$ cat src/rtl/ysyx_23060201_mem_arb.sv
// Two-requester (IFU/LSU) memory arbiter, one transaction outstanding.
// Round-robin grant, registered response pulse, per-transaction timeout.
module ysyx_23060201_mem_arb #(
   parameter int ADDR_WIDTH = 32,
   parameter int DATA_WIDTH = 32,
   parameter int TIMEOUT    = 255
) (
   input  logic                    clk,
   input  logic                    rst_n,
   input  logic                    ifu_req_valid,
   output logic                    ifu_req_ready,
   input  logic [ADDR_WIDTH-1:0]   ifu_addr,
   output logic                    ifu_rsp_valid,
   output logic [DATA_WIDTH-1:0]   ifu_rdata,
   output logic                    ifu_rsp_err,
   input  logic                    lsu_req_valid,
   output logic                    lsu_req_ready,
   input  logic [ADDR_WIDTH-1:0]   lsu_addr,
   input  logic                    lsu_wen,
   input  logic [DATA_WIDTH-1:0]   lsu_wdata,
   input  logic [DATA_WIDTH/8-1:0] lsu_wmask,
   output logic                    lsu_rsp_valid,
   output logic [DATA_WIDTH-1:0]   lsu_rdata,
   output logic                    lsu_rsp_err,
   output logic                    mem_req_valid,
   input  logic                    mem_req_ready,
   output logic [ADDR_WIDTH-1:0]   mem_addr,
   output logic                    mem_wen,
   output logic [DATA_WIDTH-1:0]   mem_wdata,
   output logic [DATA_WIDTH/8-1:0] mem_wmask,
   input  logic                    mem_rsp_valid,
   input  logic [DATA_WIDTH-1:0]   mem_rdata,
   input  logic                    mem_rsp_err
);

   localparam int MW = DATA_WIDTH / 8;
   localparam int CW = $clog2(TIMEOUT + 1);

   typedef enum logic [1:0] {
      S_IDLE,
      S_REQ,
      S_WAIT
   } state_t;

   state_t                state_q;
   state_t                state_d;
   logic                  last_lsu_q;
   logic [CW-1:0]         cnt_q;
   logic                  own_lsu_q;
   logic [ADDR_WIDTH-1:0] addr_q;
   logic                  wen_q;
   logic [DATA_WIDTH-1:0] wdata_q;
   logic [MW-1:0]         wmask_q;
   logic                  ifu_vld_q;
   logic [DATA_WIDTH-1:0] ifu_rdata_q;
   logic                  ifu_err_q;
   logic                  lsu_vld_q;
   logic [DATA_WIDTH-1:0] lsu_rdata_q;
   logic                  lsu_err_q;

   logic sel_lsu;
   logic accept;
   logic mem_done;
   logic tmo;

   // Prefer whichever side was not granted last; a lone requester always wins.
   assign sel_lsu = lsu_req_valid ? (!ifu_req_valid || !last_lsu_q)
                                  : (!ifu_req_valid && !last_lsu_q);

   assign accept   = (state_q == S_IDLE) &&
                     (sel_lsu ? lsu_req_valid : ifu_req_valid);
   assign mem_done = (state_q == S_WAIT) && mem_rsp_valid;
   assign tmo      = (state_q != S_IDLE) && !mem_done &&
                     (cnt_q == CW'(TIMEOUT - 1));

   // State register.
   always_ff @(posedge clk or negedge rst_n) begin
      if (!rst_n) state_q <= S_IDLE;
      else        state_q <= state_d;
   end

   // Next-state logic; a real response wins over a same-cycle timeout.
   always_comb begin
      state_d = state_q;
      unique case (state_q)
         S_IDLE: if (accept) state_d = S_REQ;
         S_REQ: begin
            if (tmo)                state_d = S_IDLE;
            else if (mem_req_ready) state_d = S_WAIT;
         end
         S_WAIT: if (mem_done || tmo) state_d = S_IDLE;
         default: state_d = S_IDLE;
      endcase
   end

   // Handshake and memory-side outputs.
   always_comb begin
      ifu_req_ready = (state_q == S_IDLE) && !sel_lsu;
      lsu_req_ready = (state_q == S_IDLE) && sel_lsu;
      mem_req_valid = (state_q == S_REQ);
      mem_addr      = addr_q;
      mem_wen       = wen_q;
      mem_wdata     = wdata_q;
      mem_wmask     = wmask_q;
      ifu_rsp_valid = ifu_vld_q;
      ifu_rdata     = ifu_rdata_q;
      ifu_rsp_err   = ifu_err_q;
      lsu_rsp_valid = lsu_vld_q;
      lsu_rdata     = lsu_rdata_q;
      lsu_rsp_err   = lsu_err_q;
   end

   // Request latch, grant history, timeout counter and response registers.
   always_ff @(posedge clk or negedge rst_n) begin
      if (!rst_n) begin
         last_lsu_q  <= 1'b1;
         cnt_q       <= '0;
         own_lsu_q   <= 1'b0;
         addr_q      <= '0;
         wen_q       <= 1'b0;
         wdata_q     <= '0;
         wmask_q     <= '0;
         ifu_vld_q   <= 1'b0;
         ifu_rdata_q <= '0;
         ifu_err_q   <= 1'b0;
         lsu_vld_q   <= 1'b0;
         lsu_rdata_q <= '0;
         lsu_err_q   <= 1'b0;
      end else begin
         ifu_vld_q <= 1'b0;
         lsu_vld_q <= 1'b0;
         if (accept) begin
            own_lsu_q  <= sel_lsu;
            last_lsu_q <= sel_lsu;
            addr_q     <= sel_lsu ? lsu_addr : ifu_addr;
            wen_q      <= sel_lsu && lsu_wen;
            wdata_q    <= sel_lsu ? lsu_wdata : '0;
            wmask_q    <= sel_lsu ? lsu_wmask : '0;
            cnt_q      <= '0;
         end else if (state_q != S_IDLE) begin
            cnt_q <= cnt_q + CW'(1);
         end
         if (mem_done || tmo) begin
            if (own_lsu_q) begin
               lsu_vld_q   <= 1'b1;
               lsu_rdata_q <= mem_done ? mem_rdata : '0;
               lsu_err_q   <= mem_done ? mem_rsp_err : 1'b1;
            end else begin
               ifu_vld_q   <= 1'b1;
               ifu_rdata_q <= mem_done ? mem_rdata : '0;
               ifu_err_q   <= mem_done ? mem_rsp_err : 1'b1;
            end
         end
      end
   end

endmodule
$ cat config.mk
export PLATFORM = sky130hd
export DESIGN_NAME = ysyx_23060201_mem_arb
export DESIGN_NICKNAME = d
export VERILOG_FILES = /design/src/rtl/ysyx_23060201_mem_arb.sv
export SDC_FILE = /design/constraint.sdc
export NUM_CORES = 1
export LEC_CHECK = 0
export ABC_AREA = 1
export CAP_MARGIN = 20
export CORE_MARGIN = 2
export CORE_UTILIZATION = 46
export CTS_CLUSTER_DIAMETER = 30
export DETAILED_ROUTE_END_ITERATION = 10
export PLACE_DENSITY = 0.95
export SYNTH_ARGS = -nofsm -noshare
export SYNTH_HDL_FRONTEND = slang
export SYNTH_SLANG_ARGS = --single-unit
$ cat constraint.sdc
create_clock -name clk -period 2.8 [get_ports clk]
set_input_delay 0.42 -clock clk [delete_from_list [all_inputs] [get_ports clk]]
set_output_delay 0.42 -clock clk [all_outputs]
set_load 0.005 [all_outputs]
==> impl_metrics.toml <==
[setup_path]
slowest_delay_ns = 0.51
worstSetupEndpointType = "primary output"
endpoint = "ifu_req_ready"
timing.rr.start = "state_q[1]"
crit_required_ns = 2.38
startpoint_type = "register"
crit_path_start = "state_q[1]"
path_cells = "nor2_4 -> inv_2 -> nor2_1 -> clkdlybuf4s50_1"
reg2reg_depth = 7
critPathBufInv = 2
critPathSlowestCell = "clkdlybuf4s50_1"
path_max_fanout = 6
r2r_setup_slack_ns = 0.78
crit_type = "reg2out"
crit_family = "buffers and inverters"
timing.rr.end = "cnt_q[5]"
arrival_ns = 1.89
crit_cells = 4

[pwr]
switching_power_mw = 3.63
clkPwrFrac_pct = 21.1
sw_frac_of_total_pct = 34.2
intPower_mw = 7.00
sequentialPowerShare_pct = 35.9
power.leakage_nw = 5.09
power.density_nw_per_um2 = 1060
peakVddDrop_v = 0.000805
share_comb_of_total_power_pct = 43.1

[cts]
numClockSinks = 149
root_buffer = "clkbuf_16"
clkLatencyLatePin_ns = 0.41
clock_path_buffers = 2
cts_resized = 0
htree_levels = 4
path_clk_slew_ns = 0.06
cts_tree = "built"
cts_made_buffers = 17

[die]
chipHeight_um = 124
core_sq_um = 13900
ios = 280
initial_core_util_pct = 47.3
num_rows = 43
die_area_sq_um = 15300
dieWidth_um = 124

[timing]
max_freq_mhz = 433
setup_viol = 0
hold_ws_ns = 0.469
setup_slack_ns = 0.489
layout_worst_path_cycle_share_pct = 82.5
fin_crit_ns = 2.31
finalSetupTns_ns = 0
slew-limit-headroom_pct = 49.4
skew_ns = 0.00599
rsz0062_at_grt = "false"
slew_violations = 0
worst_pin_slew_ns = 0.759
final_hold_viol_count = 0

[global_route]
antenna_found_initial = 0
grt_pass1_wl_um = 29400
grt_overflow = 0
grt_usage_pct = 25.2
grt_max_degree = 74
grt_pass1_vias = 6118

[cells_and_area]
most-common-layout-cells = "nand2_1 (388), clkdlybuf4s50_1 (278), dfrtp_1 (148)"
syn_to_final_growth_pct = 52.1
nets = 1213
drive_above_1_share_pct = 5.17
final_common_cell = "nand2_1"
diodes = 0
fill_cells = 969
utilization_pct = 72.0

[placement]
gp_congestion = 0.822
dpl.hpwl_um = 13500
numPortBuffers = 279
dpl_worst_slack_ns = 0.587

[synth]
ys.warnings.count = 0
synth.distinct_cells = 26
syn_inst = 804
syn_avg_cell_area_sq_um = 8.20
synth_seq_cells = 149
synth_nets = 946
post_synth_instance_area_sq_um = 6590
ys_seq_area_share_pct = 56.6

[routing]
drt_iter0_markers = 398
ant_nets = 0
dr_total_vias = 6271
drtPass1Iterations = 7
wl_per_cell_um = 15.0
drc = 0
routed_wl_um = 19000
vias_per_cell = 4.96

[worst_hold_path]
hold_class = "reg2reg"
holdCritStartpoint = "ifu_rdata[14]"

[status]
status = "finished, final reports clean"

[flow_run]
maxCapViolations = 0
tightest hold or removal path: stages (launching register included):
cell and delay [ns]:
dfrtp_1 0.34, nand2_1 0.05, nand2_1 0.05
cells in the mapped netlist:
master / number / area [sq um]
nand3_1: 46 / 230
nor2_1: 41 / 154
nor2_2: 1 / 6.26
nand3_2: 1 / 10.0
clkinv_1: 1 / 3.75
nand2_1: 389 / 1460
nor2_4: 2 / 22.5
inv_1: 74 / 278
a21oi_1: 1 / 5.00
nand2_2: 1 / 6.26
o211ai_1: 32 / 240
nand2_4: 2 / 22.5
nand3b_1: 3 / 22.5
buf_4: 11 / 82.6
or2_2: 1 / 6.26
buf_6: 10 / 113
xnor2_1: 1 / 8.76
nand4_1: 1 / 6.26
clkbuf_1: 12 / 45.0
o21ai_0: 8 / 40.0
dfstp_2: 1 / 26.3
dfrtp_1: 148 / 3700
ha_1: 2 / 25.0
buf_2: 10 / 50.1
inv_2: 3 / 11.3
o21bai_1: 2 / 15.0
registers in the layout, summed over array words and instances (netlist names):
signal         cells
ifu_rsp_valid      1
lsu_rsp_valid      1
cnt_q              8
own_lsu_q          1
ifu_rsp_err        1
mem_wdata         32
lsu_rdata         32
last_lsu_q         1
mem_addr          32
ifu_rdata         32
mem_wen            1
mem_wmask          4
state_q            2
lsu_rsp_err        1
kinds of logic after synthesis:
logic type	count (synthesis)	synth area share, %
compound gates	43	4.55
xor+xnor	1	0.133
fa+ha+maj	2	0.379
buf+inv	121	8.84
flops	149	56.6
simple gates	488	29.5
how the worst min path moves through the flow:
stage                    end  slack, ns  depth (start not counted)
2_1_floorplan       cnt_q[0]       0.12                          0
3_3_place_gp    lsu_rdata[3]       0.41                          1
3_5_place_dp   ifu_rdata[24]       0.41                          1
4_1_cts         lsu_rdata[6]       0.47                          2
5_1_grt        ifu_rdata[14]       0.49                          2
6_report       ifu_rdata[14]       0.47                          2
stage by stage:
stage / instances / instance area (sq um) / total power, mW
5_1_grt: 1264 / 10000 / 11.3
3_5_place_dp: 1231 / 9430 / 8.40
2_1_floorplan: 804 / 6590 / 5.69
3_3_place_gp: 1231 / 9430 / 8.23
6_report: 1264 / 10000 / 10.6
4_1_cts: 1264 / 10000 / 10.7
cell type report:
type                            count  area (sq um)  area share (%)
Timing Repair Buffer              291          2910            29.0
Clock inverter                     12           128            1.27
Clock buffer                       20           457            4.55
Sequential cell                   149          3730            37.2
Inverter                           78           293            2.92
Tap cell                          180           225            2.25
Multi-Input combinational cell    534          2280            22.8
metal layers:
layer	track usage [%]	part of all wire, %	vias to the layer above	routed length (um)
li1	-	-	2992	-
met1	27.8	36	2929	6900
met2	43.7	50	290	9550
met3	8.38	9.4	60	1790
met4	12.1	3.9	0	743
met5	0	0	-	0
what timing repair did:
item	4_1_cts	5_1_grt
buffers inserted	0	0
endpoints found under the hold margin	52	0
hold buffers	1	0
power by group through the flow:
stage | registers [mW] | clock network (mW) | logic, mW
CTS | 3.81 | 2.29 | 4.62
global placement | 3.78 | 0 | 4.44
detailed placement | 3.81 | 0 | 4.59
floorplan | 3.82 | 0 | 1.87
finish | 3.81 | 2.24 | 4.58
global route | 3.93 | 2.39 | 5.04
Note: power is estimated with default switching activity, not from simulation.
